--- src/rtl/operand_fetch_pkg.sv ---
// Shared constants and types for the operand-fetch pipeline stage.
package operand_fetch_pkg;

  localparam int XLEN           = 32;
  localparam int REG_AW         = 5;
  localparam int CTRL_W_DEFAULT = 16;

  typedef enum logic {
    EMPTY = 1'b0,
    FULL  = 1'b1
  } of_state_t;

endpackage

--- src/rtl/of_bypass.sv ---
// Per-source operand select: writeback bypass, register-file data or zero,
// plus the hazard flag for a pending (dirty) source that cannot be bypassed.
module of_bypass
  import operand_fetch_pkg::*;
(
  input  logic              src_en,
  input  logic [REG_AW-1:0] src_addr,
  input  logic [XLEN-1:0]   rf_data,
  input  logic              rf_dirty,
  input  logic              wb_en,
  input  logic [REG_AW-1:0] wb_addr,
  input  logic [XLEN-1:0]   wb_data,
  output logic [XLEN-1:0]   operand,
  output logic              hazard
);

  logic src_zero;
  logic bypass;

  // x0 and unused sources read as zero and never bypass or stall.
  assign src_zero = !src_en || (src_addr == '0);
  assign bypass   = wb_en && (wb_addr == src_addr) && (src_addr != '0);

  assign operand = src_zero ? '0 : (bypass ? wb_data : rf_data);
  assign hazard  = !src_zero && rf_dirty && !bypass;

endmodule

--- src/rtl/operand_fetch.sv ---
// Operand-fetch stage: reads sources, bypasses writeback, stalls on pending
// registers and holds the decoded instruction in a one-entry output register.
module operand_fetch
  import operand_fetch_pkg::*;
#(
  parameter int CTRL_W = CTRL_W_DEFAULT
) (
  input  logic              clk,
  input  logic              reset_n,

  input  logic              in_valid,
  output logic              in_ready,
  input  logic [XLEN-1:0]   in_pc,
  input  logic              in_rs1_en,
  input  logic              in_rs2_en,
  input  logic [REG_AW-1:0] in_rs1,
  input  logic [REG_AW-1:0] in_rs2,
  input  logic              in_rd_en,
  input  logic [REG_AW-1:0] in_rd,
  input  logic [XLEN-1:0]   in_imm,
  input  logic [CTRL_W-1:0] in_ctrl,

  output logic              rf_rd0_en,
  output logic              rf_rd1_en,
  output logic [REG_AW-1:0] rf_rd0_addr,
  output logic [REG_AW-1:0] rf_rd1_addr,
  input  logic [XLEN-1:0]   rf_rd0_data,
  input  logic [XLEN-1:0]   rf_rd1_data,
  input  logic              rf_rd0_dirty,
  input  logic              rf_rd1_dirty,
  output logic              rf_inv_en,
  output logic [REG_AW-1:0] rf_inv_addr,

  input  logic              wb_en,
  input  logic [REG_AW-1:0] wb_addr,
  input  logic [XLEN-1:0]   wb_data,

  output logic              out_valid,
  input  logic              out_ready,
  output logic [XLEN-1:0]   out_pc,
  output logic [XLEN-1:0]   out_rs1_data,
  output logic [XLEN-1:0]   out_rs2_data,
  output logic [XLEN-1:0]   out_imm,
  output logic [CTRL_W-1:0] out_ctrl,
  output logic              out_rd_en,
  output logic [REG_AW-1:0] out_rd,
  output logic [15:0]       stall_cnt
);

  of_state_t       state;
  logic [XLEN-1:0] operand1;
  logic [XLEN-1:0] operand2;
  logic            hazard1;
  logic            hazard2;
  logic            hazard;
  logic            accept;

  assign rf_rd0_en   = in_valid & in_rs1_en;
  assign rf_rd1_en   = in_valid & in_rs2_en;
  assign rf_rd0_addr = in_rs1;
  assign rf_rd1_addr = in_rs2;

  of_bypass u_bypass1 (
    .src_en   (in_rs1_en),
    .src_addr (in_rs1),
    .rf_data  (rf_rd0_data),
    .rf_dirty (rf_rd0_dirty),
    .wb_en    (wb_en),
    .wb_addr  (wb_addr),
    .wb_data  (wb_data),
    .operand  (operand1),
    .hazard   (hazard1)
  );

  of_bypass u_bypass2 (
    .src_en   (in_rs2_en),
    .src_addr (in_rs2),
    .rf_data  (rf_rd1_data),
    .rf_dirty (rf_rd1_dirty),
    .wb_en    (wb_en),
    .wb_addr  (wb_addr),
    .wb_data  (wb_data),
    .operand  (operand2),
    .hazard   (hazard2)
  );

  // in_ready is built from hazard and the output slot only, never in_valid.
  assign hazard    = hazard1 | hazard2;
  assign out_valid = (state == FULL);
  assign in_ready  = !hazard && (!out_valid || out_ready);
  assign accept    = in_valid && in_ready && reset_n;

  assign rf_inv_en   = accept && in_rd_en && (in_rd != '0);
  assign rf_inv_addr = in_rd;

  always_ff @(posedge clk) begin
    if (!reset_n) begin
      state        <= EMPTY;
      out_pc       <= '0;
      out_rs1_data <= '0;
      out_rs2_data <= '0;
      out_imm      <= '0;
      out_ctrl     <= '0;
      out_rd_en    <= 1'b0;
      out_rd       <= '0;
      stall_cnt    <= '0;
    end else begin
      if (accept) begin
        state        <= FULL;
        out_pc       <= in_pc;
        out_rs1_data <= operand1;
        out_rs2_data <= operand2;
        out_imm      <= in_imm;
        out_ctrl     <= in_ctrl;
        out_rd_en    <= in_rd_en;
        out_rd       <= in_rd;
      end else if (out_ready) begin
        state <= EMPTY;
      end

      if (in_valid && hazard && (stall_cnt != 16'hFFFF)) begin
        stall_cnt <= stall_cnt + 16'd1;
      end
    end
  end

endmodule

--- config.mk ---
export PLATFORM = sky130hd
export DESIGN_NAME = operand_fetch
export DESIGN_NICKNAME = d
export VERILOG_FILES = /design/src/rtl/operand_fetch_pkg.sv /design/src/rtl/of_bypass.sv /design/src/rtl/operand_fetch.sv
export SDC_FILE = /design/constraint.sdc
export NUM_CORES = 1
export LEC_CHECK = 0
export BUFFER_PORTS_ARGS = -buffer_cell sky130_fd_sc_hd__buf_2
export CAP_MARGIN = 0
export CORE_AREA = 2 2 151 153
export DETAILED_ROUTE_END_ITERATION = 8
export DIE_AREA = 0 0 153 155
export PLACE_DENSITY_LB_ADDON = 0.05
export SLEW_MARGIN = 0
export SYNTH_ARGS = -nofsm -noshare
export SYNTH_HDL_FRONTEND = slang
export SYNTH_SLANG_ARGS = --single-unit
--- constraint.sdc ---
create_clock -name clk -period 3.15 [get_ports clk]
set_input_delay 0.315 -clock clk [delete_from_list [all_inputs] [get_ports clk]]
set_output_delay 0.315 -clock clk [all_outputs]
set_load 0.05 [all_outputs]
## Word level (Yosys, flattened, before mapping)

Index checks and enable logic that the tools add are counted.

- Reductions and logical operators: 32
- Add/subtract/negate cells: 1
- Muxes and demuxes: 6
- Bitwise logic cells: 3
- Equality and inequality tests: 3

Operator list:

| operator | count |
|---|---|
| 2-to-1 mux 32 bit | 4 |
| adder 16 x 1 -> 16 bit (second input constant) | 1 |
| inequality test 16 bit (second input constant) | 1 |
| logical AND 1 bit | 15 |
| nonzero test 5 bit | 3 |
| equality test 5 bit | 2 |
| logical NOT 5 bit | 2 |
| logical NOT 1 bit | 8 |
| logical OR 1 bit | 3 |
| AND 1 bit | 2 |
| 2-to-1 mux 1 bit | 2 |
| nonzero test 2 bit | 1 |
| bitwise OR 1 bit | 1 |

- Logic and storage cells: 54
- Output and inout port bits: 186
- Register bits after elaboration: 167
- Bits of input ports: 206

## Longest topological paths before layout

- Word-level depth: 12
- Gate-level depth with buffers: 9
- Gate-level depth less buffers: 6

## Cells and area by module

A second synthesis with hierarchy kept.

- Cell total of the unflattened synthesis: 705
- Area total of the unflattened synthesis: 6,776.5 um^2

Modules (own cells, without submodules):

| module | times used | area each (um^2) | sequential area each (um^2) | cells each |
|---|---|---|---|---|
| operand_fetch | 1 | 5,437.7 | 3,343.2 | 455 |
| of_bypass | 2 | 669.4 | 0.0 | 125 |

## Worst setup path before layout

OpenSTA, ideal clock, no wires.

- Path type: input to output
- Start: in in_rs1[1]
- End: out rf_inv_en
- Stages: 8
- Data required time: 2.835 ns
- Slack: 0.464 ns
- Path buffers: 3
- Arrival time: 2.371 ns
- Path through: or4_1 o21a_1 o211a_1 nor4b_2 buf_4 buf_6 buf_6 o311a_1

- Longest elaborated chain between the ends: 12
- Elaborated cells between the ends (all ways): 17
- Those cells by class: 1 x eq/ne; 1 x bitwise; 15 x reduce/logical

RTL lines:

| what | line | text |
|---|---|---|
| start, declared | operand_fetch.sv:16 | `input logic [REG_AW-1:0] in_rs1,` |
| equality test 5 bit or logical NOT 5 bit (tied branches) | of_bypass.sv:22, of_bypass.sv:21 |  |
| logical AND 1 bit or logical OR 1 bit (tied branches) | of_bypass.sv:22, of_bypass.sv:21 |  |
| logical AND 1 bit or logical NOT 1 bit (tied branches) | of_bypass.sv:22, of_bypass.sv:25 |  |
| logical NOT 1 bit or logical AND 1 bit (tied branches) | of_bypass.sv:25 | `assign hazard = !src_zero && rf_dirty && !bypass;` |
| logical AND 1 bit (*) | of_bypass.sv:25 |  |
| bitwise OR 1 bit (*) | operand_fetch.sv:88 | `assign hazard = hazard1 \| hazard2;` |
| logical NOT 1 bit (*) | operand_fetch.sv:90 | `assign in_ready = !hazard && (!out_valid \|\| out_ready);` |
| logical AND 1 bit (*) | operand_fetch.sv:90 |  |
| logical AND 1 bit (*) (2 in series) | operand_fetch.sv:91 | `assign accept = in_valid && in_ready && reset_n;` |
| logical AND 1 bit (*) (2 in series) | operand_fetch.sv:93 | `assign rf_inv_en = accept && in_rd_en && (in_rd != '0);` |
| end, declared | operand_fetch.sv:31 | `output logic rf_inv_en,` |

Mark *: on every way between the ends. The rest lies on a longest branch, timed or not.

## Final worst setup path

Ends and elaborated chain as after synthesis.

==> metrics.json <==
{
  "yosys": {
    "synth_seq_cells": 167,
    "yosys-top-cells-area": "sky130_fd_sc_hd__dfxtp_1, sky130_fd_sc_hd__a22o_1, sky130_fd_sc_hd__mux2i_1",
    "synthDistinctLibCells": 43,
    "yosys_warnings": 0,
    "synth_flop_cell": "sky130_fd_sc_hd__dfxtp_1",
    "mappedNetlistNets": 766,
    "asyncSetResetFlopFracSynth_pct": 0,
    "synth_enable_flop_cells": 0,
    "average_footprint_of_a_synthesized_cell_sq_um": 11.53,
    "synth-seq-area-share_pct": 51.85,
    "synth.top_cell.area_share_pct": 51.85,
    "synthesis.area_sq_um": 6447,
    "synth_cells": 559,
    "synth_top_area_cell": "sky130_fd_sc_hd__dfxtp_1"
  },
  "sta": {
    "post-route-worst-setup-slack_ns": 0.5002,
    "fin_hold_viols": 0,
    "setup_tns_ns": 0,
    "timing.final.setup_violations": 0,
    "finClkSkew_ns": 0.01028,
    "slew-limit-headroom_pct": 44.07,
    "shortest_clock_period_the_worst_path_allows_after_layout_ns": 2.650,
    "grt_setup_unrepaired": "false",
    "timing.final.crit_share_pct": 84.12,
    "clock.fmax_mhz": 377.4,
    "final-max-slew-violation-count": 0,
    "worstMarginPinSlew_ns": 0.8390
  },
  "placement": {
    "placed_cells_incl_taps": 1188,
    "buffer_ports.inserted": 391,
    "gp_congestion": 0.8342,
    "dpl_cell_area_sq_um": 8551,
    "dp_slack_ns": 0.3497,
    "hpwlAfterDp_um": 16920
  },
  "setup_path": {
    "critPathCaptureType": "output pin",
    "critical_path_start_end_classification": "in -> out",
    "launching_instance_or_port_of_the_critical_path": "in_rs1[1]",
    "worstRegToRegCells": 6,
    "crit_required_ns": 2.83,
    "crit_arrival_ns": 2.33,
    "r2r_path_start": "stall_cnt[0]",
    "critPathLaunchType": "input pin",
    "worst_path_fanout_max": 3
  },
  "finish": {
    "finalInstanceArea_sq_um": 9148,
    "layout_common_cells": "sky130_fd_sc_hd__buf_2, sky130_fd_sc_hd__dfxtp_1, sky130_fd_sc_hd__a22o_1, sky130_fd_sc_hd__mux2i_1, sky130_fd_sc_hd__o2bb2ai_1",
    "synthToLayoutAreaGrowth_pct": 41.88,
    "share_of_the_core_filled_with_cells_pct": 41.15,
    "finish.net_count": 1129,
    "register_area_sq_um": 3343,
    "post_layout_nonfiller_instances": 1222,
    "fillCellCount": 2199,
    "layout_commonest_cell": "sky130_fd_sc_hd__buf_2",
    "post_route_cells_drive_above_1_share_pct": 47.06,
    "multiInputGateArea_sq_um": 2779
  },
  "power_and_ir_drop": {
    "pwr_density_cell_nw_per_um2": 584.5,
    "vdd_ir_drop_max_v": 0.0003132,
    "leakagePower_nw": 4.298
  },
  "route": {
    "routed-via-count": 5796,
    "number_of_remaining_drc_errors": 0,
    "vias_per_cell": 4.743,
    "detailedRoute.firstPassIterationCount": 4,
    "drt_first_iter_violations": 232,
    "drtAntennaViolNets": 0,
    "avgRoutedWirePerCell_um": 18.23,
    "postRouteWirelength_um": 22280
  },
  "hold_path": {
    "worst_hold_path_type": "in -> reg",
    "hp-start": "in_imm[7]",
    "whs_path_depth": 2
  },
  "die": {
    "placementRows": 55,
    "fp.dieW_um": 153,
    "start_util_pct": 29.01,
    "fp.coreArea_sq_um": 22230,
    "die_height_um": 155,
    "io-pin-count": 392,
    "fp.dieArea_sq_um": 23720
  },
  "status": {
    "run_status": "completed"
  },
  "clock_tree": {
    "cts-htree-levels": 4,
    "cts_tree": "yes",
    "cts_buffer_depth": 2,
    "cts-root-buf": "sky130_fd_sc_hd__clkbuf_16",
    "postCtsResizedCells": 0,
    "postCtsHoldBufs": 0,
    "clock_sink_count": 167,
    "clkSlewWorstSetupHoldPaths_ns": 0.07,
    "tritoncts.num_buffers": 17,
    "worst_skew_pair.late_latency_ns": 0.43,
    "post_cts.repair.setup_buffers": 0
  },
  "global_routing": {
    "gr-total-overflow": 0,
    "antenna_violations_before_repair": 3,
    "pin_count_of_the_biggest_net_entering_global_routing": 62,
    "first_pass_grt_wire_length_um": 33730,
    "grt_use_total_pct": 18.20,
    "first_global_vias": 5920
  },
  "job": {
    "drv.max_cap_violation_count": 0
  }
}
## stage by stage
| stage | hold slack (ns) | total power, mW |
|---|---|---|
| after detailed placement | 0.4409 | 3.293 |
| final | 0.09543 | 5.346 |
| after global placement | 0.4422 | 3.285 |
| after floorplan | 0.4476 | 2.969 |
| after global routing | 0.08321 | 5.565 |
| after CTS | 0.07509 | 5.424 |
## per-layer routing
layer / track usage [%] / share of wire (%) / vias up
li1: - / - / 2841
met1: 20.54 / 39 / 2683
met2: 32.07 / 50 / 246
met3: 6.100 / 8.3 / 26
met4: 6.614 / 2.1 / 0
met5: 0 / 0 / -
## registers in the layout (all words and copies together), names as in the netlist
register,flops
out_pc,32
out_ctrl,16
out_rd,5
stall_cnt,16
out_rs1_data,32
out_valid,1
out_rd_en,1
out_rs2_data,32
out_imm,32
## Yosys cell counts, drive strengths merged (2+ instances only)
master   instances
nand3            6
nor3             2
inv              2
o41ai            3
o21ai            4
o311ai           2
mux2i           73
o21a             2
o211a            2
nand3b           2
a22o            86
dfxtp          167
nand4            6
a21boi           4
o211ai           2
xor2             5
buf             45
o2bb2ai         64
nand2           20
and2             4
or4              4
clkbuf          13
xnor2            6
and3             4
nor2             7
o31ai            2
nand2b          11
## critical path, stage by stage
cell and delay, ns:
sky130_fd_sc_hd__buf_2 0.11, sky130_fd_sc_hd__or4_1 0.59, sky130_fd_sc_hd__o21a_1 0.24, sky130_fd_sc_hd__o211a_1 0.18
sky130_fd_sc_hd__nor4b_4 0.30, sky130_fd_sc_hd__buf_4 0.18, sky130_fd_sc_hd__o311a_1 0.15, sky130_fd_sc_hd__buf_2 0.27
## cells by family (layout without fill, tap and decap cells)
family | after synthesis | after routing | synth area share (%)
multiplexers | 73 | 73 | 11.33
AO/OA/AOI/OAI | 176 | 176 | 23.42
adder cells (fa/ha/maj) | 1 | 1 | 0.1940
AND/OR/NAND/NOR | 71 | 71 | 6.211
flip-flops | 167 | 167 | 51.85
other | 0 | 2 | 0
buffers and inverters | 60 | 436 | 5.492
XOR/XNOR | 11 | 11 | 1.494
## where the power goes
group	switching (mW)	total (mW)	internal [mW]
Sequential	0.0538	2.27	2.22
Clock	0.917	2.11	1.19
Combinational	0.679	0.970	0.292
## final cells by class
type / count / share of cell area (%)
Multi-Input combinational cell: 332 / 30.38
Tap cell: 285 / 3.898
Sequential cell: 167 / 36.55
Inverter: 2 / 0.08207
Antenna cell: 2 / 0.05471
Timing Repair Buffer: 402 / 22.57
Clock buffer: 18 / 4.692
Clock inverter: 14 / 1.778
## path summary, 6_finish.rpt
kind,slack [ns],to
max,0.50,rf_inv_en
min,0.1,out_imm[7]
max reg2reg,1.04,stall_cnt[3]
min reg2reg,0.46,out_rs2_data[8]
Note: power is estimated with default switching activity, not from simulation.
